### config.mk
export PLATFORM = sky130hd
export DESIGN_NAME = proc_core_n_flat
export DESIGN_NICKNAME = d
export VERILOG_FILES = /design/src/rtl/proc_core_n_if.sv /design/src/rtl/proc_core_n.sv /design/src/flat_wrapper.sv
export SDC_FILE = /design/constraint.sdc
export NUM_CORES = 1
export LEC_CHECK = 0
export ABC_AREA = 1
export BUFFER_PORTS_ARGS = -buffer_cell sky130_fd_sc_hd__buf_2
export CORE_ASPECT_RATIO = 1.25
export CORE_UTILIZATION = 25
export CTS_BUF_LIST = sky130_fd_sc_hd__clkbuf_8 sky130_fd_sc_hd__clkbuf_16
export DETAILED_ROUTE_END_ITERATION = 16
export PLACE_DENSITY = 0.52
export SLEW_MARGIN = 40
export SYNTH_ARGS = -nofsm -noshare
export SYNTH_HDL_FRONTEND = slang
export SYNTH_SLANG_ARGS = --single-unit
### constraint.sdc
create_clock -name Clock -period 5.86 [get_ports Clock]
set_clock_uncertainty 0.05 [all_clocks]
set_input_delay 0.586 -clock Clock [delete_from_list [all_inputs] [get_ports Clock]]
set_output_delay 0.586 -clock Clock [all_outputs]
set_load 0.02 [all_outputs]
### src/rtl/proc_core_n_if.sv
// Instruction and data memory handshake bundle for proc_core_n.
// The core is the master on both ports; memories (or a bench) are the slave.
interface proc_core_n_if #(
  parameter int DW = 16,
  parameter int AW = 16
);
  logic          imem_req;
  logic [AW-1:0] imem_addr;
  logic [15:0]   imem_rdata;
  logic          imem_ack;
  logic          dmem_req;
  logic          dmem_we;
  logic [AW-1:0] dmem_addr;
  logic [DW-1:0] dmem_wdata;
  logic [DW-1:0] dmem_rdata;
  logic          dmem_ack;

  modport master (
    output imem_req, imem_addr,
    input  imem_rdata, imem_ack,
    output dmem_req, dmem_we, dmem_addr, dmem_wdata,
    input  dmem_rdata, dmem_ack
  );

  modport slave (
    input  imem_req, imem_addr,
    output imem_rdata, imem_ack,
    input  dmem_req, dmem_we, dmem_addr, dmem_wdata,
    output dmem_rdata, dmem_ack
  );
endinterface

### src/rtl/proc_core_n.sv
// proc_core_n: parametrised multicycle core with Z/N/C flags, seven branch
// conditions and variable-latency req/ack instruction and data ports.
module proc_core_n #(
  parameter int            DW       = 16,
  parameter int            AW       = 16,
  parameter logic [AW-1:0] RESET_PC = '0
) (
  input  logic          Clock,
  input  logic          Resetn,
  input  logic          Run,
  output logic          Done,
  proc_core_n_if.master bus
);
  localparam int SW = $clog2(DW);
  localparam logic [AW-1:0] PC_ONE = AW'(1);

  typedef enum logic [1:0] {IDLE, FETCH, EXEC, MEM} state_e;
  typedef enum logic [2:0] {
    OP_MV = 3'd0, OP_MVT = 3'd1, OP_ADD = 3'd2, OP_SUB = 3'd3,
    OP_LD = 3'd4, OP_ST  = 3'd5, OP_AND = 3'd6, OP_SHF = 3'd7
  } op_e;

  state_e        state;
  logic [AW-1:0] pc;
  logic [15:0]   ir;
  logic [DW-1:0] r [0:6];
  logic          z, n, c;
  logic          dmem_we_q;
  logic [AW-1:0] dmem_addr_q;
  logic [DW-1:0] dmem_wdata_q;

  op_e           op;
  logic          imm, is_mem;
  logic [2:0]    rx, ry;
  logic [DW-1:0] d9, pc_ext, x_val, y_val, b_val;
  logic [SW-1:0] amt;
  logic [DW-1:0] res, wb_data;
  logic [DW:0]   sum;
  logic          c_new, flag_en, wr_en, cond_ok, taken, wb_en;

  assign op     = op_e'(ir[15:13]);
  assign imm    = ir[12];
  assign rx     = ir[11:9];
  assign ry     = ir[2:0];
  assign d9     = {{(DW-9){ir[8]}}, ir[8:0]};
  assign is_mem = (op == OP_LD) || (op == OP_ST);
  assign amt    = b_val[SW-1:0];

  assign bus.imem_req   = (state == FETCH);
  assign bus.imem_addr  = pc;
  assign bus.dmem_req   = (state == MEM);
  assign bus.dmem_we    = dmem_we_q;
  assign bus.dmem_addr  = dmem_addr_q;
  assign bus.dmem_wdata = dmem_wdata_q;
  assign Done = ((state == EXEC) && !is_mem) || ((state == MEM) && bus.dmem_ack);

  // Operand fetch: r7 reads as the zero-extended pc.
  always_comb begin
    pc_ext = '0;
    pc_ext[AW-1:0] = pc;
    x_val = (rx == 3'd7) ? pc_ext : r[rx];
    y_val = (ry == 3'd7) ? pc_ext : r[ry];
    b_val = imm ? d9 : y_val;
  end

  // Branch condition select from the flag set.
  always_comb begin
    unique case (rx)
      3'd0: cond_ok = 1'b1;
      3'd1: cond_ok = z;
      3'd2: cond_ok = !z;
      3'd3: cond_ok = !c;
      3'd4: cond_ok = c;
      3'd5: cond_ok = !n;
      3'd6: cond_ok = n;
      default: cond_ok = 1'b0;
    endcase
  end

  // ALU, shifter and result/flag enables for the EXEC cycle.
  always_comb begin
    res = '0; sum = '0; c_new = 1'b0;
    flag_en = 1'b0; wr_en = 1'b0; taken = 1'b0;
    unique case (op)
      OP_MV: begin res = b_val; wr_en = 1'b1; end
      OP_MVT: begin
        if (imm) begin
          res[DW-1 -: 8] = ir[7:0];
          wr_en = 1'b1;
        end else begin
          taken = cond_ok;
        end
      end
      OP_ADD: begin
        sum = {1'b0, x_val} + {1'b0, b_val};
        res = sum[DW-1:0]; c_new = sum[DW];
        wr_en = 1'b1; flag_en = 1'b1;
      end
      OP_SUB: begin
        res = x_val - b_val; c_new = (x_val >= b_val);
        wr_en = 1'b1; flag_en = 1'b1;
      end
      OP_AND: begin res = x_val & b_val; wr_en = 1'b1; flag_en = 1'b1; end
      OP_SHF: begin
        unique case (ir[6:5])
          2'b00: res = x_val << amt;
          2'b01: res = x_val >> amt;
          2'b10: res = $signed(x_val) >>> amt;
          default: res = DW'({x_val, x_val} >> amt);
        endcase
        wr_en = 1'b1; flag_en = 1'b1;
      end
      default: ;
    endcase
  end

  // Single writeback path: ALU result in EXEC, load data on the MEM ack.
  always_comb begin
    wb_en = 1'b0;
    wb_data = res;
    if (state == EXEC && !is_mem) begin
      wb_en = wr_en;
    end else if (state == MEM && bus.dmem_ack && !dmem_we_q) begin
      wb_en = 1'b1;
      wb_data = bus.dmem_rdata;
    end
  end

  // Control FSM, instruction register and latched data-port request.
  always_ff @(posedge Clock or negedge Resetn) begin
    if (!Resetn) begin
      state        <= IDLE;
      ir           <= '0;
      dmem_we_q    <= 1'b0;
      dmem_addr_q  <= '0;
      dmem_wdata_q <= '0;
    end else begin
      unique case (state)
        IDLE: if (Run) state <= FETCH;
        FETCH: begin
          if (bus.imem_ack) begin
            ir    <= bus.imem_rdata;
            state <= EXEC;
          end
        end
        EXEC: begin
          if (is_mem) begin
            dmem_addr_q  <= y_val[AW-1:0];
            dmem_wdata_q <= x_val;
            dmem_we_q    <= (op == OP_ST);
            state        <= MEM;
          end else begin
            state <= Run ? FETCH : IDLE;
          end
        end
        MEM: if (bus.dmem_ack) state <= Run ? FETCH : IDLE;
        default: state <= IDLE;
      endcase
    end
  end

  // Architectural state: pc (fetch increment, r7 write overrides it later), flags, r0-r6.
  always_ff @(posedge Clock or negedge Resetn) begin
    if (!Resetn) begin
      pc <= RESET_PC;
      z  <= 1'b0;
      n  <= 1'b0;
      c  <= 1'b0;
      for (int unsigned i = 0; i < 7; i++) r[i] <= '0;
    end else begin
      if (state == FETCH && bus.imem_ack)
        pc <= pc + PC_ONE;
      else if (wb_en && rx == 3'd7)
        pc <= wb_data[AW-1:0];
      else if (state == EXEC && taken)
        pc <= pc + d9[AW-1:0];
      if (state == EXEC && flag_en) begin
        z <= (res == '0);
        n <= res[DW-1];
        c <= c_new;
      end
      if (wb_en && rx != 3'd7) r[rx] <= wb_data;
    end
  end
endmodule
### src/flat_wrapper.sv
// flat-port wrapper written by rule: the top's interface ports become plain ports
module proc_core_n_flat 
#(
  parameter int            DW       = 16,
  parameter int            AW       = 16,
  parameter logic [AW-1:0] RESET_PC = '0
)
  (Clock, Resetn, Run, Done, bus_imem_req, bus_imem_addr, bus_imem_rdata, bus_imem_ack, bus_dmem_req, bus_dmem_we, bus_dmem_addr, bus_dmem_wdata, bus_dmem_rdata, bus_dmem_ack);
  proc_core_n_if #(.DW(DW), .AW(AW)) bus_i ();
  input  logic Clock;
  input  logic Resetn;
  input  logic Run;
  output logic Done;
  output wire logic [$bits(bus_i.imem_req)-1:0] bus_imem_req;
  output wire logic [$bits(bus_i.imem_addr)-1:0] bus_imem_addr;
  input wire logic [$bits(bus_i.imem_rdata)-1:0] bus_imem_rdata;
  input wire logic [$bits(bus_i.imem_ack)-1:0] bus_imem_ack;
  output wire logic [$bits(bus_i.dmem_req)-1:0] bus_dmem_req;
  output wire logic [$bits(bus_i.dmem_we)-1:0] bus_dmem_we;
  output wire logic [$bits(bus_i.dmem_addr)-1:0] bus_dmem_addr;
  output wire logic [$bits(bus_i.dmem_wdata)-1:0] bus_dmem_wdata;
  input wire logic [$bits(bus_i.dmem_rdata)-1:0] bus_dmem_rdata;
  input wire logic [$bits(bus_i.dmem_ack)-1:0] bus_dmem_ack;
  assign bus_imem_req = bus_i.imem_req;
  assign bus_imem_addr = bus_i.imem_addr;
  assign bus_i.imem_rdata = bus_imem_rdata;
  assign bus_i.imem_ack = bus_imem_ack;
  assign bus_dmem_req = bus_i.dmem_req;
  assign bus_dmem_we = bus_i.dmem_we;
  assign bus_dmem_addr = bus_i.dmem_addr;
  assign bus_dmem_wdata = bus_i.dmem_wdata;
  assign bus_i.dmem_rdata = bus_dmem_rdata;
  assign bus_i.dmem_ack = bus_dmem_ack;
  proc_core_n #(.DW(DW), .AW(AW), .RESET_PC(RESET_PC)) u_core (.Clock(Clock), .Resetn(Resetn), .Run(Run), .Done(Done), .bus(bus_i));
endmodule
==> flow_summary.json, run 1 <==
{
  "status": "completed",
  "grt_usage_pct": 23.8,
  "ctsHoldBuffers": 0,
  "synth_compound_area_share_pct": 18.6,
  "path_common_cell": "nor2_1",
  "multi_input_area_mm2": 0.00855,
  "gp_congestion": 1.01,
  "diodes": 0,
  "nFillCells": 6331,
  "drt.antenna.violating_nets": 0,
  "finalWirelength_mm": 69.4,
  "synthTopCellsByArea": "dfrtp_1 (32%), nand2_1 (18%), nand3_1 (8.0%), o21ai_0 (7.9%), nor2_1 (6.0%)",
  "synth_top_area_share_pct": 31.7,
  "syn2layout_area_growth_pct": 13.4,
  "fp.dieH_um": 270,
  "grt_pass1_vias": 15400,
  "syn_nets": 2346,
  "coreArea_mm2": 0.0564,
  "critPathMaxStageDelay_ps": 730,
  "synth_cells": 2256,
  "synthArstFlopShare_pct": 100,
  "ys_seq_elements": 182,
  "synth-edff-count": 0,
  "syn-mean-instance-area_um2": 6.37,
  "antenna_found_initial": 2,
  "yosys.area.top_type": "dfrtp_1",
  "final_nets": 2404,
  "synth_fa_ha_area_share_pct": 4.77,
  "max_cap_viol_count": 0,
  "h-tree-depth": 4,
  "cts_tree": "yes",
  "ys_seq_area_share_pct": 31.7,
  "ys_warn_count": 0,
  "cts_buffer_depth": 2,
  "clock_latency_ps": 490,
  "worst-path-stages": 27,
  "ios": 89,
  "rsz0062_at_grt": "false",
  "finalCriticalPeriod_ps": 5230,
  "drc": 0,
  "slowest_stage": "dfrtp_1",
  "hold_violations": 0,
  "end_kind": "flop",
  "die_w_um": 216,
  "tns_ps": 0,
  "wl_per_cell_um": 22.6,
  "vias": 15900,
  "grt_max_degree": 82,
  "crit_family": "simple AND/OR/NAND/NOR gates",
  "place_area_mm2": 0.0157,
  "synth-simple-area-share_pct": 35.4,
  "hp-class": "in2async",
  "setup_viol": 0,
  "grt-ovfl-total": 0,
  "drt_iter0_drc": 1603,
  "tightest_slew_ps": 852,
  "relSlewSlack_pct": 43.0,
  "ys.flop_type": "dfrtp_1",
  "cp_data_arrival_time_ps": 5570,
  "synth_area_mm2": 0.0144,
  "dp_hpwl_mm": 54.3,
  "start_kind": "flop",
  "synth_top_family_by_area": "simple AND/OR/NAND/NOR gates",
  "grt_first_pass_wirelength_mm": 102,
  "final_layout_size_suffix_gt1_share_pct": 10.4,
  "register_area_mm2": 0.00456,
  "cts_buffers": 17,
  "cts.sinks": 182,
  "finalMaxSlewViolations": 0,
  "critPathKind": "reg2reg",
  "port_buffers": 88,
  "rr_worst_depth": 27,
  "critPathRequiredTime_ps": 6190,
  "cp_num_buf_inv": 3,
  "synth_most_common_cell": "nand2_1",
  "synth_common_cells": "nand2_1 (694), nand3_1 (230), nor2_1 (229)",
  "muxShareOfSynthArea_pct": 0,
  "fin_area_mm2": 0.0163,
  "firstDrtPassIters": 8,
  "period_share_pct": 89.3,
  "fp.dieArea_mm2": 0.0584,
  "synth_cell_types": 49,
  "start_util_pct": 25.5,
  "placementRows": 97,
  "path_max_fanout": 14,
  "timing.fmax_mhz": 191,
  "clkSlewWorstSetupHoldPaths_ps": 90,
  "cts_root_buffer": "clkbuf_16",
  "viasPerCell": 5.17,
  "synthXorXnorAreaFrac_pct": 0.610
}
-- area by class of cell --
type	instances	share of cell area [%]
Multi-Input combinational cell	1766	52.5
Sequential cell	182	28.0
Tap cell	742	5.70
Timing Repair Buffer	148	5.56
Inverter	199	4.60
Clock buffer	17	2.61
Clock inverter	15	1.10
-- stage by stage --
| step | cells | hold WS [ps] | util [%] | worst slack (ps) |
|---|---|---|---|---|
| floorplan | 2256 | 240 | - | 2050 |
| global placement | 3037 | 418 | 27.8 | 907 |
| detailed placement | 3037 | 424 | 27.8 | 752 |
| CTS | 3069 | 28.6 | 28.9 | 711 |
| global route | 3069 | 26.2 | 28.9 | 81.1 |
| finish | 3069 | 11.6 | 28.9 | 628 |
-- final timing paths --
kind	to	slack, ps	start
setup / recovery	u_core.bus.imem_addr[14]	630	u_core.ir[9]
hold / removal	u_core.r[31]	10	Resetn
setup reg to reg	u_core.bus.imem_addr[14]	630	u_core.ir[9]
hold reg to reg	u_core.bus.dmem_addr[14]	440	u_core.bus.dmem_addr[14]
max in group asynchronous	u_core.bus.dmem_wdata[10]	4600	Resetn
min in group Clock	u_core.ir[8]	250	bus_imem_rdata[8]
-- state kept, by name, summed over array words and instances, names as in the netlist --
signal                 flops
u_core.c                   1
u_core.bus.imem_addr      16
u_core.ir                 16
u_core.n                   1
u_core.state               2
u_core.z                   1
u_core.bus.dmem_addr      16
u_core.r                 112
u_core.bus.dmem_we         1
u_core.bus.dmem_wdata     16
-- worst reg2reg max path: stages (launching register included) --
cell     delay (ps)
dfrtp_1         730
inv_2           230
nand2_2         370
nor2_1           90
nor2_1           90
nand3_1         100
nand2_1         100
nand3_1         320
inv_1           190
ha_1            250
fa_1            220
inv_1            40
nor2_1          120
nor2_1           60
nor2_1          130
nor2_1           70
o21ai_0         290
a21oi_1         180
o21ai_0         320
nand3_1         150
nand2_1          90
nand2_1          60
nand3_1          80
nand3_1         150
nand2_1          90
nand3_1         270
a21oi_1         240
nor2_1           50
-- logic make-up after synthesis --
kind of cell               after synthesis
and+or+nand+nor                       1226
AOI/OAI and AO/OA                      477
buffers and inverters                  308
DFF                                    182
adders and majority gates               53
xor gates and xnor gates                10
-- cell usage in the layout, fill, tap and decap left out, drive strengths merged, types with 3 or more instances in the layout --
| master | count |
|---|---|
| nand2 | 709 |
| o21ai | 280 |
| nor2 | 235 |
| nand3 | 231 |
| inv | 201 |
| dfrtp | 182 |
| buf | 146 |
| a21oi | 93 |
| ha | 50 |
| a22oi | 20 |
| or2 | 19 |
| clkbuf | 19 |
| nor3 | 19 |
| o211ai | 14 |
| a31oi | 14 |
| clkinv | 13 |
| a211oi | 10 |
| xor2 | 10 |
| a221oi | 8 |
| o22ai | 8 |
| o2111ai | 7 |
| nor4 | 6 |
| a21boi | 5 |
| nand4 | 4 |
| o21bai | 4 |
| o31ai | 3 |
| o311ai | 3 |
| fa | 3 |
-- layer usage --
metal  vias up  share of wire, %  GRT usage [%]
li1       7549                 -              -
met1      7545                40           27.8
met2       605                49           41.2
met3       156               4.8           3.18
met4         0               6.2           13.8
met5         -                 0              0
-- what timing repair did --
action / 4_1_cts / 5_1_grt
gates resized for setup: 0 / 1
setup endpoints to repair: 0 / 1
buffers inserted: 0 / 0
Power of run 1 is not shown: default switching activity piles up to over one toggle a cycle in this logic, so the estimate is an artifact.
==> run 2, diff against run 1 <==
ABC_AREA = unset   (was 1)
HOLD_SLACK_MARGIN = 0.08   (was unset)
==> run 2 against run 1 <==
Area after synthesis up 4.5%; wire length down 2.3%; via count down 6.6%; hold slack better by 230 ps; first-iteration DRC count up 3.8%; largest cell class unchanged; final cell count down 18%; final area up 5.5%; critical path depth down 7; setup slack worse by 380 ps; die area up 4.4%; utilization up 0.052 points; non-clock buffer count up 34.
==> flow_summary.json, run 2 <==
{
  "status": "completed",
  "setup_viol": 0,
  "synth_fa_ha_area_share_pct": 4.57,
  "finalCriticalPeriod_ps": 5610,
  "max_cap_viol_count": 0,
  "synth_common_cells": "dfrtp_1 (182), nand2_1 (164), nor2_1 (135)",
  "grt_usage_pct": 22.0,
  "path_max_fanout": 15,
  "yosys.area.top_type": "dfrtp_1",
  "final_util_pct": 28.9,
  "hp-class": "in2reg",
  "ys.flop_type": "dfrtp_1",
  "ys_seq_area_share_pct": 30.3,
  "syn_nets": 1752,
  "finalWirelength_mm": 67.8,
  "final_common_cell": "dfrtp_1",
  "routed-wl-met3_mm": 4.70,
  "ys_seq_elements": 182,
  "top_register": "u_core.r",
  "synth_top_area_share_pct": 30.3,
  "vias": 14800,
  "synth_compound_area_share_pct": 25.1,
  "grt_first_pass_wirelength_mm": 98.9,
  "synthTopCellsByArea": "dfrtp_1 (30%), mux2_2 (7.2%), mux4_2 (6.2%), ha_1 (4.2%), a21oi_1 (4.1%)",
  "period_share_pct": 95.8,
  "dp_hpwl_mm": 51.1,
  "clkSlewWorstSetupHoldPaths_ps": 90,
  "worst_slack_ps": 249,
  "grt_max_degree": 75,
  "finalMaxSlewViolations": 0,
  "critPathKind": "reg2reg",
  "drt.antenna.violating_nets": 0,
  "cts.sinks": 182,
  "fp.dieArea_mm2": 0.0610,
  "rsz0062_at_grt": "false",
  "hold_violations": 0,
  "final_nets": 1832,
  "drt_iter0_drc": 1664,
  "cts_buffers": 17,
  "synth-simple-area-share_pct": 15.3,
  "ios": 89,
  "synth_most_common_cell": "dfrtp_1",
  "drc": 0,
  "clock_latency_ps": 480,
  "grt_pass1_vias": 14400,
  "cts_buffer_depth": 2,
  "h-tree-depth": 4,
  "nFillCells": 6221,
  "synth-edff-count": 0,
  "ys_warn_count": 0,
  "coreArea_mm2": 0.0594,
  "routed.top_layer": "met4",
  "synth_cell_types": 107,
  "cts_root_buffer": "clkbuf_16",
  "mostFrequentLayoutCells": "dfrtp_1 (178), nand2_1 (164), nor2_1 (132)",
  "syn-mean-instance-area_um2": 9.03,
  "wl_per_cell_um": 26.9,
  "syn2layout_area_growth_pct": 14.5,
  "synth_area_mm2": 0.0150,
  "relSlewSlack_pct": 42.5,
  "largest_register_ffs": 112,
  "synth_cells": 1662,
  "end_kind": "flop",
  "antenna_found_initial": 2,
  "port_buffers": 88,
  "placementRows": 100,
  "worst_hold_slack_ps": 245,
  "gp_congestion": 1.04,
  "synthXorXnorAreaFrac_pct": 1.81,
  "tightest_slew_ps": 862,
  "timing.fmax_mhz": 178,
  "fp.dieH_um": 276,
  "synthArstFlopShare_pct": 100,
  "firstDrtPassIters": 8,
  "met1_length_mm": 26.7,
  "viasPerCell": 5.87,
  "cts_tree": "yes",
  "start_util_pct": 25.3,
  "tns_ps": 0,
  "dp_slack_ps": 304,
  "cp_data_arrival_time_ps": 5930,
  "muxShareOfSynthArea_pct": 17.3,
  "synth_top_family_by_area": "compound AO/OA/AOI/OAI gates",
  "die_w_um": 221,
  "final_layout_size_suffix_gt1_share_pct": 24.2,
  "dr_wl_met2_mm": 32.2,
  "post_cts_buffers": 0,
  "critPathRequiredTime_ps": 6180,
  "start_kind": "flop",
  "grt-ovfl-total": 0
}
[run 2: changes by cell type after synthesis, sizes merged, moves of 97 or more]
| cell | delta |
|---|---|
| nand2 | -543 |
| inv | -131 |
| mux2 | +98 |
| nand3 | -189 |
| nor2 | -97 |
| o21ai | -150 |
[run 2: repair_timing]
item	in CTS	in global routing
endpoints found under the hold margin	39	0
hold buffers	1	0
setup endpoints to repair	0	1
resized for setup	0	1
[run 2: cell families (layout without fill, tap and decap cells)]
group | Yosys count | in the layout
XOR/XNOR | 31 | 31
adder cells (fa/ha/maj) | 53 | 53
AO/OA/AOI/OAI | 534 | 534
flip-flops | 182 | 182
buffers and inverters | 187 | 280
AND/OR/NAND/NOR | 490 | 490
other | 0 | 1
multiplexers | 185 | 185
[run 2: worst paths after layout]
check                      cells past startpoint  slack, ps               start       endpoint
setup / recovery                              20        250        u_core.ir[0]       u_core.z
hold / removal                                 3        240  bus_imem_rdata[10]  u_core.ir[10]
setup reg to reg                              20        250        u_core.ir[0]       u_core.z
hold reg to reg                                2        450        u_core.r[24]   u_core.r[24]
max in group asynchronous                      3       4130              Resetn   u_core.ir[1]
min in group asynchronous                      2        570              Resetn   u_core.r[84]
[run 2: layout make-up]
cell class	count	area (um2)	share of cell area, %
clock inverter	14	138	0.801
inverter	66	248	1.44
antenna	1	2.50	0.0146
timing repair buffer	182	1190	6.92
clock buffer	18	439	2.56
tap	765	957	5.57
sequential	182	4560	26.5
multi-input combinational	1293	9650	56.2
[run 2: routing by layer]
metal,track usage (%),vias up
met5,0,-
met4,13.9,0
met3,2.75,191
met2,36.9,797
met1,26.9,7387
li1,-,6426
[run 2: per-stage QoR]
step	std cells	cell area, um2
2_1_floorplan	1662	15000
3_3_place_gp	2487	16600
3_5_place_dp	2487	16600
4_1_cts	2520	17200
5_1_grt	2520	17200
6_report	2521	17200
[run 2: critical path, cell delays in order, from the launching register on]
cell and delay [ps]:
dfrtp_2 680, mux2i_1 290, o22ai_2 140, a2111o_2 630, nand2_4 110, inv_2 70, ha_1 240, fa_1 440
nor2b_1 160, nor2_1 90, nor2_1 40, nor3_1 140, a21oi_1 70, xnor2_1 150, a222oi_1 620, buf_4 220
o31ai_1 160, nor4b_1 570, buf_4 230, nand4_1 110, o31ai_2 280
Power of run 2 is left out for the same reason.
